### src/rtl/output_uart_tx.sv
// Memory-mapped 8N1 UART transmitter with a small write FIFO and status flags.
// Define UART_TX_PARITY_EN to add an even-parity bit (8E1 frames).
module output_uart_tx #(
    parameter int unsigned CLKS_PER_BIT = 16,
    parameter int unsigned FIFO_DEPTH   = 4,
    parameter logic [7:0]  DATA_ADDR    = 8'hE2,
    parameter logic [7:0]  CTRL_ADDR    = 8'hE3
) (
    input  logic                          clock,
    input  logic                          reset,
    input  logic [7:0]                    address,
    input  logic [7:0]                    data_in,
    input  logic                          write,
    output logic                          tx,
    output logic                          tx_busy,
    output logic                          fifo_empty,
    output logic                          fifo_full,
    output logic [$clog2(FIFO_DEPTH):0]   fifo_count,
    output logic                          overflow
);
    localparam int unsigned AddrW  = $clog2(FIFO_DEPTH);
    localparam int unsigned CountW = AddrW + 1;
    localparam int unsigned BaudW  = $clog2(CLKS_PER_BIT);
    localparam logic [CountW-1:0] DepthC   = CountW'(FIFO_DEPTH);
    localparam logic [BaudW-1:0]  BaudLast = BaudW'(CLKS_PER_BIT - 1);

`ifdef UART_TX_PARITY_EN
    typedef enum logic [2:0] {StIdle, StStart, StData, StStop, StParity} state_e;
`else
    typedef enum logic [2:0] {StIdle, StStart, StData, StStop} state_e;
`endif

    state_e              state_q, state_d;
    logic [BaudW-1:0]    baud_q, baud_d;
    logic [2:0]          bit_q, bit_d;
    logic [7:0]          shift_q, shift_d;
    logic                tx_q, tx_d;
    logic [CountW-1:0]   count_q, count_d;
    logic [AddrW-1:0]    wr_ptr_q, wr_ptr_d, rd_ptr_q, rd_ptr_d;
    logic                overflow_q, overflow_d;
    logic [7:0]          mem_q [FIFO_DEPTH];
    logic                pop, push_req, push_ok, ctrl, flush, baud_done;
`ifdef UART_TX_PARITY_EN
    logic                parity_q;
`endif

    // State register
    always_ff @(posedge clock or negedge reset) begin
        if (!reset) begin
            state_q <= StIdle;
            baud_q  <= '0;
            bit_q   <= '0;
            shift_q <= '0;
            tx_q    <= 1'b1;
        end else begin
            state_q <= state_d;
            baud_q  <= baud_d;
            bit_q   <= bit_d;
            shift_q <= shift_d;
            tx_q    <= tx_d;
        end
    end

`ifdef UART_TX_PARITY_EN
    always_ff @(posedge clock or negedge reset) begin
        if (!reset) begin
            parity_q <= 1'b0;
        end else if (pop) begin
            parity_q <= ^mem_q[rd_ptr_q];
        end
    end
`endif

    // Next-state logic
    always_comb begin
        state_d   = state_q;
        baud_d    = baud_q;
        bit_d     = bit_q;
        shift_d   = shift_q;
        pop       = 1'b0;
        baud_done = (baud_q == BaudLast);
        unique case (state_q)
            StIdle: begin
                if (count_q != '0) begin
                    pop     = 1'b1;
                    shift_d = mem_q[rd_ptr_q];
                    bit_d   = '0;
                    baud_d  = '0;
                    state_d = StStart;
                end
            end
            StStart: begin
                if (baud_done) begin
                    baud_d  = '0;
                    state_d = StData;
                end else begin
                    baud_d = baud_q + 1'b1;
                end
            end
            StData: begin
                if (baud_done) begin
                    baud_d  = '0;
                    shift_d = shift_q >> 1;
                    bit_d   = bit_q + 3'd1;
                    if (bit_q == 3'd7) begin
`ifdef UART_TX_PARITY_EN
                        state_d = StParity;
`else
                        state_d = StStop;
`endif
                    end
                end else begin
                    baud_d = baud_q + 1'b1;
                end
            end
`ifdef UART_TX_PARITY_EN
            StParity: begin
                if (baud_done) begin
                    baud_d  = '0;
                    state_d = StStop;
                end else begin
                    baud_d = baud_q + 1'b1;
                end
            end
`endif
            StStop: begin
                if (baud_done) begin
                    baud_d  = '0;
                    state_d = StIdle;
                end else begin
                    baud_d = baud_q + 1'b1;
                end
            end
            default: state_d = StIdle;
        endcase
    end

    // Output logic: tx is computed from the upcoming state so the line is driven by a flop
    always_comb begin
        tx_d = 1'b1;
        case (state_d)
            StStart:  tx_d = 1'b0;
            StData:   tx_d = shift_d[0];
`ifdef UART_TX_PARITY_EN
            StParity: tx_d = parity_q;
`endif
            default:  tx_d = 1'b1;
        endcase
        tx_busy = (state_q != StIdle);
    end

    // FIFO bookkeeping
    always_comb begin
        push_req   = write && (address == DATA_ADDR);
        ctrl       = write && (address == CTRL_ADDR);
        flush      = ctrl && data_in[1];
        push_ok    = push_req && ((count_q != DepthC) || pop);
        wr_ptr_d   = push_ok ? wr_ptr_q + 1'b1 : wr_ptr_q;
        rd_ptr_d   = pop ? rd_ptr_q + 1'b1 : rd_ptr_q;
        count_d    = count_q;
        if (push_ok && !pop) begin
            count_d = count_q + 1'b1;
        end else if (pop && !push_ok) begin
            count_d = count_q - 1'b1;
        end
        if (flush) begin
            wr_ptr_d = '0;
            rd_ptr_d = '0;
            count_d  = '0;
        end
        overflow_d = overflow_q;
        if (push_req && !push_ok) begin
            overflow_d = 1'b1;
        end else if (ctrl && data_in[0]) begin
            overflow_d = 1'b0;
        end
    end

    always_ff @(posedge clock or negedge reset) begin
        if (!reset) begin
            count_q    <= '0;
            wr_ptr_q   <= '0;
            rd_ptr_q   <= '0;
            overflow_q <= 1'b0;
        end else begin
            count_q    <= count_d;
            wr_ptr_q   <= wr_ptr_d;
            rd_ptr_q   <= rd_ptr_d;
            overflow_q <= overflow_d;
        end
    end

    // A full FIFO with a same-cycle pop overwrites the slot being read, which is safe here
    always_ff @(posedge clock) begin
        if (push_ok) begin
            mem_q[wr_ptr_q] <= data_in;
        end
    end

    assign tx         = tx_q;
    assign fifo_count = count_q;
    assign fifo_empty = (count_q == '0);
    assign fifo_full  = (count_q == DepthC);
    assign overflow   = overflow_q;
endmodule

### config.mk
export PLATFORM = sky130hd
export DESIGN_NAME = output_uart_tx
export DESIGN_NICKNAME = d
export VERILOG_FILES = /design/src/rtl/output_uart_tx.sv
export SDC_FILE = /design/constraint.sdc
export NUM_CORES = 1
export LEC_CHECK = 0
export ABC_AREA = 1
export BUFFER_PORTS_ARGS = -buffer_cell sky130_fd_sc_hd__buf_2
export CORE_MARGIN = 2
export CORE_UTILIZATION = 63
export DETAILED_ROUTE_END_ITERATION = 16
export PLACE_DENSITY = 0.95
export SKIP_LAST_GASP = 1
export SLEW_MARGIN = 25
export SYNTH_ARGS = -nofsm -noshare
export SYNTH_HDL_FRONTEND = slang
export SYNTH_SLANG_ARGS = --single-unit
### constraint.sdc
create_clock -name clock -period 2.9 [get_ports clock]
set_input_delay 0.29 -clock clock [delete_from_list [all_inputs] [get_ports clock]]
set_output_delay 0.29 -clock clock [all_outputs]
set_load 0.05 [all_outputs]
---- Word level (Yosys, flattened, before mapping) ----
Memory sizes are Yosys's and may differ from the RTL's.
Index checks and enable logic that the tools add are counted.
storage, ports and cells
  memory bits (writable) .................. 32
  memories kept ........................... 1
  register bits ........................... 27
  logic and storage cells ................. 83
  input bits .............................. 19
  output and inout bits ................... 8
operators by class
  equal/unequal tests ..................... 13
  reductions and logical operators ........ 24
  add/subtract/negate cells ............... 6
  muxes and demuxes ....................... 29
memory list
  memory  words  width  rd ports  clocked after memory_dff  write ports  line  RTL
  mem_q   4      8      1         0                         1            41    logic [7:0] mem_q [FIFO_DEPTH];
operators with widths
  cell                 count
  $mux 3               10
  $eq 8x8->1 const B   2
  $mux 8               2
  $pmux 8 s2           1
  $pmux 3 s4           1
  $reduce_bool 2->1    5
  $eq 3x2->1 const B   3
  $reduce_bool 3->1    3
  $logic_and 1x1->1    8
  $mux 2               4
  $mux 4               2
  $pmux 4 s2           1
  $add 3x1->3 const B  2
  $eq 3x1->1 const B   2
  $eq 3x3->1 const B   2
  $logic_not 3->1      2
  $mux 1               6
  $pmux 3 s2           1
  $add 2x1->2 const B  2
  $add 4x1->4 const B  1
  $eq 4x4->1 const B   1
  $ne 2x2->1 const B   2
  $ne 3x3->1 const B   1
  $reduce_and 3->1     1
  6 further kinds      7

---- Logic depth before layout (Yosys ltp) ----
  depth in word-level cells ............... 10
  mapped depth ............................ 12

---- Least setup slack after synthesis ----
No wires, ideal clock.
  path kind ............................... register to register
  from .................................... register count_q[0], in the netlist fifo_count[0]
  to ...................................... register count_q[2], in the netlist fifo_count[2]
  cell stages (with the launch flop) ...... 11
  setup slack ............................. 844 ps
  data required time ...................... 2,782 ps
  setup time .............................. 118 ps
  data arrival time ....................... 1,937 ps
  buffers on the path ..................... 0
  cells stage by stage .................... dfrtp_1 inv_1 nand3_1 nand3_2 fa_1 xor2_1 inv_1 nand2_1 nand2_1 nand2_1 nand2_1
on the way
  word-level cells in the longest chain between the ends .. 8
  elaborated cells between the ends (all ways) .. 16
  classes of those cells .................. add/sub: 2; eq/ne: 1; mux: 5; reduce/logical: 8
RTL lines
  what                                                  line      RTL
  start: declaration                                    38        logic [CountW-1:0] count_q, count_d;
  start signal: assignment                              186       count_q <= count_d;
  $reduce_bool 3->1                                     84        if (count_q != '0) begin
  $mux 1                                                84
  $mux 1                                                82        unique case (state_q)
  $logic_or 1x1->1                                      157       push_ok = push_req && ((count_q != DepthC) || pop);
  $logic_and 1x1->1                                     157
  $logic_and 1x1->1 or $logic_not 1->1 (tied branches)  161, 163
  $mux 3 or $logic_and 1x1->1 (tied branches)           161, 163
  $mux 3 or $reduce_bool 3->1 (tied branches)           --
Parallel ways exist; a longest one is shown, timed or not. The select of a mux whose other input is x is not followed.
A chain may end at the register's enable or synchronous reset.

---- Worst setup path in the final report ----
  from .................................... register state_q[2]
  to ...................................... memory mem_q[2][0] (enable)
on the way
  word-level cells in the longest chain between the ends .. 6
RTL lines
  what                          line  RTL
  start: declaration            33    state_e state_q, state_d;
  start signal: assignment      50    state_q <= StIdle;
  start signal: assignment      56    state_q <= state_d;
  $logic_not 3->1               82
  $mux 1                        82
  $logic_or 1x1->1              157
  $logic_and 1x1->1             157
  $mux 1                        195   if (push_ok) begin
  $mux 1 (implied by the code)  196   mem_q[wr_ptr_q] <= data_in;
  end: declaration              41
No other way between the ends.

==> results_dict.tcl <==
set metrics [dict create \
    status "finished clean" \
    postRouteWirelength_um 5430 \
    cap_viol_max_count 0 \
    holdWs_ns 0.156 \
    path_max_fanout 8 \
    r2r_cells 7 \
    fp.dieH_um 70.0 \
    nets 333 \
    vias 2040 \
    numCtsBuffers 9 \
    ys_types 35 \
    cp_slowest_stage_delay_ns 0.62 \
    critPathRequiredTime_ns 2.87 \
    cts_sinks 59 \
    path_class "reg -> reg" \
    syn2layout_area_growth_pct 15.2 \
    ir_worst_vdd_v 0.000523 \
    design.die.area_sq_um 4900 \
    crit_slowest_cell "nor2_1" \
    synthFlopType "edfxtp_1" \
    power_mw 2.96 \
    skew_ns 0.00990 \
    hold_depth 1 \
    async_flop_share 0.458 \
    die_x_um 70.0 \
    finalCritPeriodShare 0.681 \
    grt_pass1_vias 1986 \
    cts_root_buf "clkbuf_8" \
    ant_nets 0 \
    r2r_start "state_q[2]" \
    synth_edf_count 32 \
    grt_start_max_net_pins 28 \
    path_cells "inv_1, nand3_2, inv_2, nor2_1, inv_1, nand2_1, nor2_1" \
    min_to "mem_q[2][2]" \
    rows 24 \
    finalHoldViolCount 0 \
    cp.arrival_ns 1.94 \
    min_from "data_in[2]" \
    numPortBuffers 26 \
    antenna_found_initial 0 \
    vias_per_cell 5.62 \
    crit_path_start_kind "register" \
    max_freq_mhz 507 \
    endpoint_kind "register" \
    critPathLaunch "state_q[2]" \
    drt_first_iter_violations 154 \
    syn_inst 273 \
    ys_seq_elements 59 \
    start_util 0.644 \
    wire_per_inst_um 15.0 \
    slew_headroom 0.491 \
    grt_pass1_wl_um 8950 \
    drive_gt1_frac 0.186 \
    yosysWarnings 0 \
    finalWorstPathRequiredPeriod_ns 1.97 \
    r2r_end "mem_q[2][0]" \
    hp-class "in -> reg" \
    ios 27 \
    cts.clk_slew.worst_paths_ns 0.07 \
    syn-num-nets 300 \
    setup_viol 0 \
    clk_latency_ns 0.35 \
    dp_hpwl_um 3590 \
    syn_area_sq_um 2750 \
    ctsHtreeMaxLevel 3 \
    maxSlewViolCount 0 \
    ys_seq_area_frac 0.596 \
    tightest_slew_ns 0.760 \
    coreArea_sq_um 4260 \
    power_density_nw_per_um2 936 \
    grt_overflow 0 \
    place_congestion 0.873 \
    drcViolationCount 0 \
    cts_tree "done" \
    setup_tns_ns 0 \
    cts.path.max_buffers 2 \
    dr.pass1.iters 4 \
    rsz0062_at_grt "no" \
    synth_area_per_cell_sq_um 10.1 \
    p_leak_nw 1.42 \
    antenna_cells 0 \
    r2r_slack_ns 0.93 \
    grtUsageTotal 0.245 \
]
[worst max-delay path, delay by kind of cell (launching register included)]
kind                   cells  cell delay [ns]
buffers and inverters      3             0.32
and+or+nand+nor            4             0.92
DFF                        1             0.37
[synthesized netlist by cell type (2+ instances only)]
master	n	area, sq um
nor2_1	36	135
o21ai_0	24	120
nand3_2	2	20.0
o221ai_1	6	52.6
o21ai_1	2	10.0
edfxtp_1	32	961
buf_2	3	15.0
nand4_1	3	18.8
nand2_1	39	146
dfrtp_1	26	651
nand3_1	15	75.1
ha_1	7	87.6
inv_1	38	143
xor2_1	2	17.5
inv_2	5	18.8
o22ai_1	7	43.8
a21oi_1	4	20.0
nor2_2	3	18.8
nor3_1	3	15.0
[layout make-up]
cell class / count / area, sq um
Multi-Input combinational cell: 165 / 911
Clock buffer: 10 / 128
Clock inverter: 6 / 114
Timing Repair Buffer: 27 / 140
Sequential cell: 59 / 1640
Tap cell: 52 / 65.1
Fill cell: 263 / 1100
Inverter: 44 / 168
[repair_timing]
item / CTS / global route
endpoints found under the hold margin: 26 / 0
buffers inserted: 0 / 0
hold buffers: 1 / 0
gates resized for setup: 0 / 0
[routing by layer]
| layer | track usage | share of wire |
|---|---|---|
| met5 | 0 | 0 |
| met4 | 0.118 | 0.020 |
| met3 | 0.0808 | 0.056 |
| met2 | 0.397 | 0.53 |
| met1 | 0.299 | 0.40 |
[state kept, by name, indices dropped and copies added (netlist names)]
| signal | cells |
|---|---|
| baud_q | 4 |
| bit_q | 3 |
| fifo_count | 3 |
| mem_q | 32 |
| overflow | 1 |
| rd_ptr_q | 2 |
| shift_q | 8 |
| state_q | 3 |
| tx | 1 |
| wr_ptr_q | 2 |
[where the power goes]
group	total [mW]	leakage (nW)	switching [mW]	internal (mW)
Clock	0.905	0.113	0.333	0.572
Combinational	0.918	0.671	0.630	0.288
Sequential	1.14	0.631	0.126	1.01
[how the worst max path moves through the flow]
stage	to	cells past startpoint	slack [ns]
floorplan	fifo_count[2]	10	0.84
global placement	mem_q[0][7]	7	0.94
detailed placement	mem_q[2][7]	6	0.86
CTS	mem_q[2][0]	7	0.93
global route	mem_q[0][0]	7	0.80
finish	mem_q[2][0]	7	0.93
[logic make-up (layout without fill, tap and decap cells)]
kind of cell,after synthesis,in the layout,share of synthesized area
flip-flops,59,59,0.596
AND/OR/NAND/NOR,108,108,0.186
buffers and inverters,49,87,0.0720
other,1,1,0.00137
XOR/XNOR,2,2,0.00638
adder cells (fa/ha/maj),8,8,0.0392
AO/OA/AOI/OAI,46,46,0.0989
[stage by stage]
step / std cells / setup slack, ns / area (sq um) / util
detailed placement: 346 / 0.859 / 2910 / 0.683
global route: 363 / 0.805 / 3160 / 0.742
CTS: 363 / 0.935 / 3160 / 0.742
floorplan: 273 / 0.844 / 2750 / -
global placement: 346 / 0.935 / 2910 / 0.683
finish: 363 / 0.926 / 3160 / 0.742
[layout by cell type, fill, tap and decap left out, types with 4 or more instances in the layout]
master | Yosys | layout
edfxtp_1 | 32 | 32
dfrtp_1 | 26 | 26
buf_2 | 3 | 26
o21ai_0 | 24 | 24
nor2_1 | 36 | 36
o221ai_1 | 6 | 6
nand2_1 | 39 | 39
inv_2 | 5 | 5
inv_1 | 38 | 38
nand3_1 | 15 | 15
a21oi_1 | 4 | 4
ha_1 | 7 | 7
o22ai_1 | 7 | 7
clkbuf_8 | 0 | 9
(Power assumes the default switching activity.)
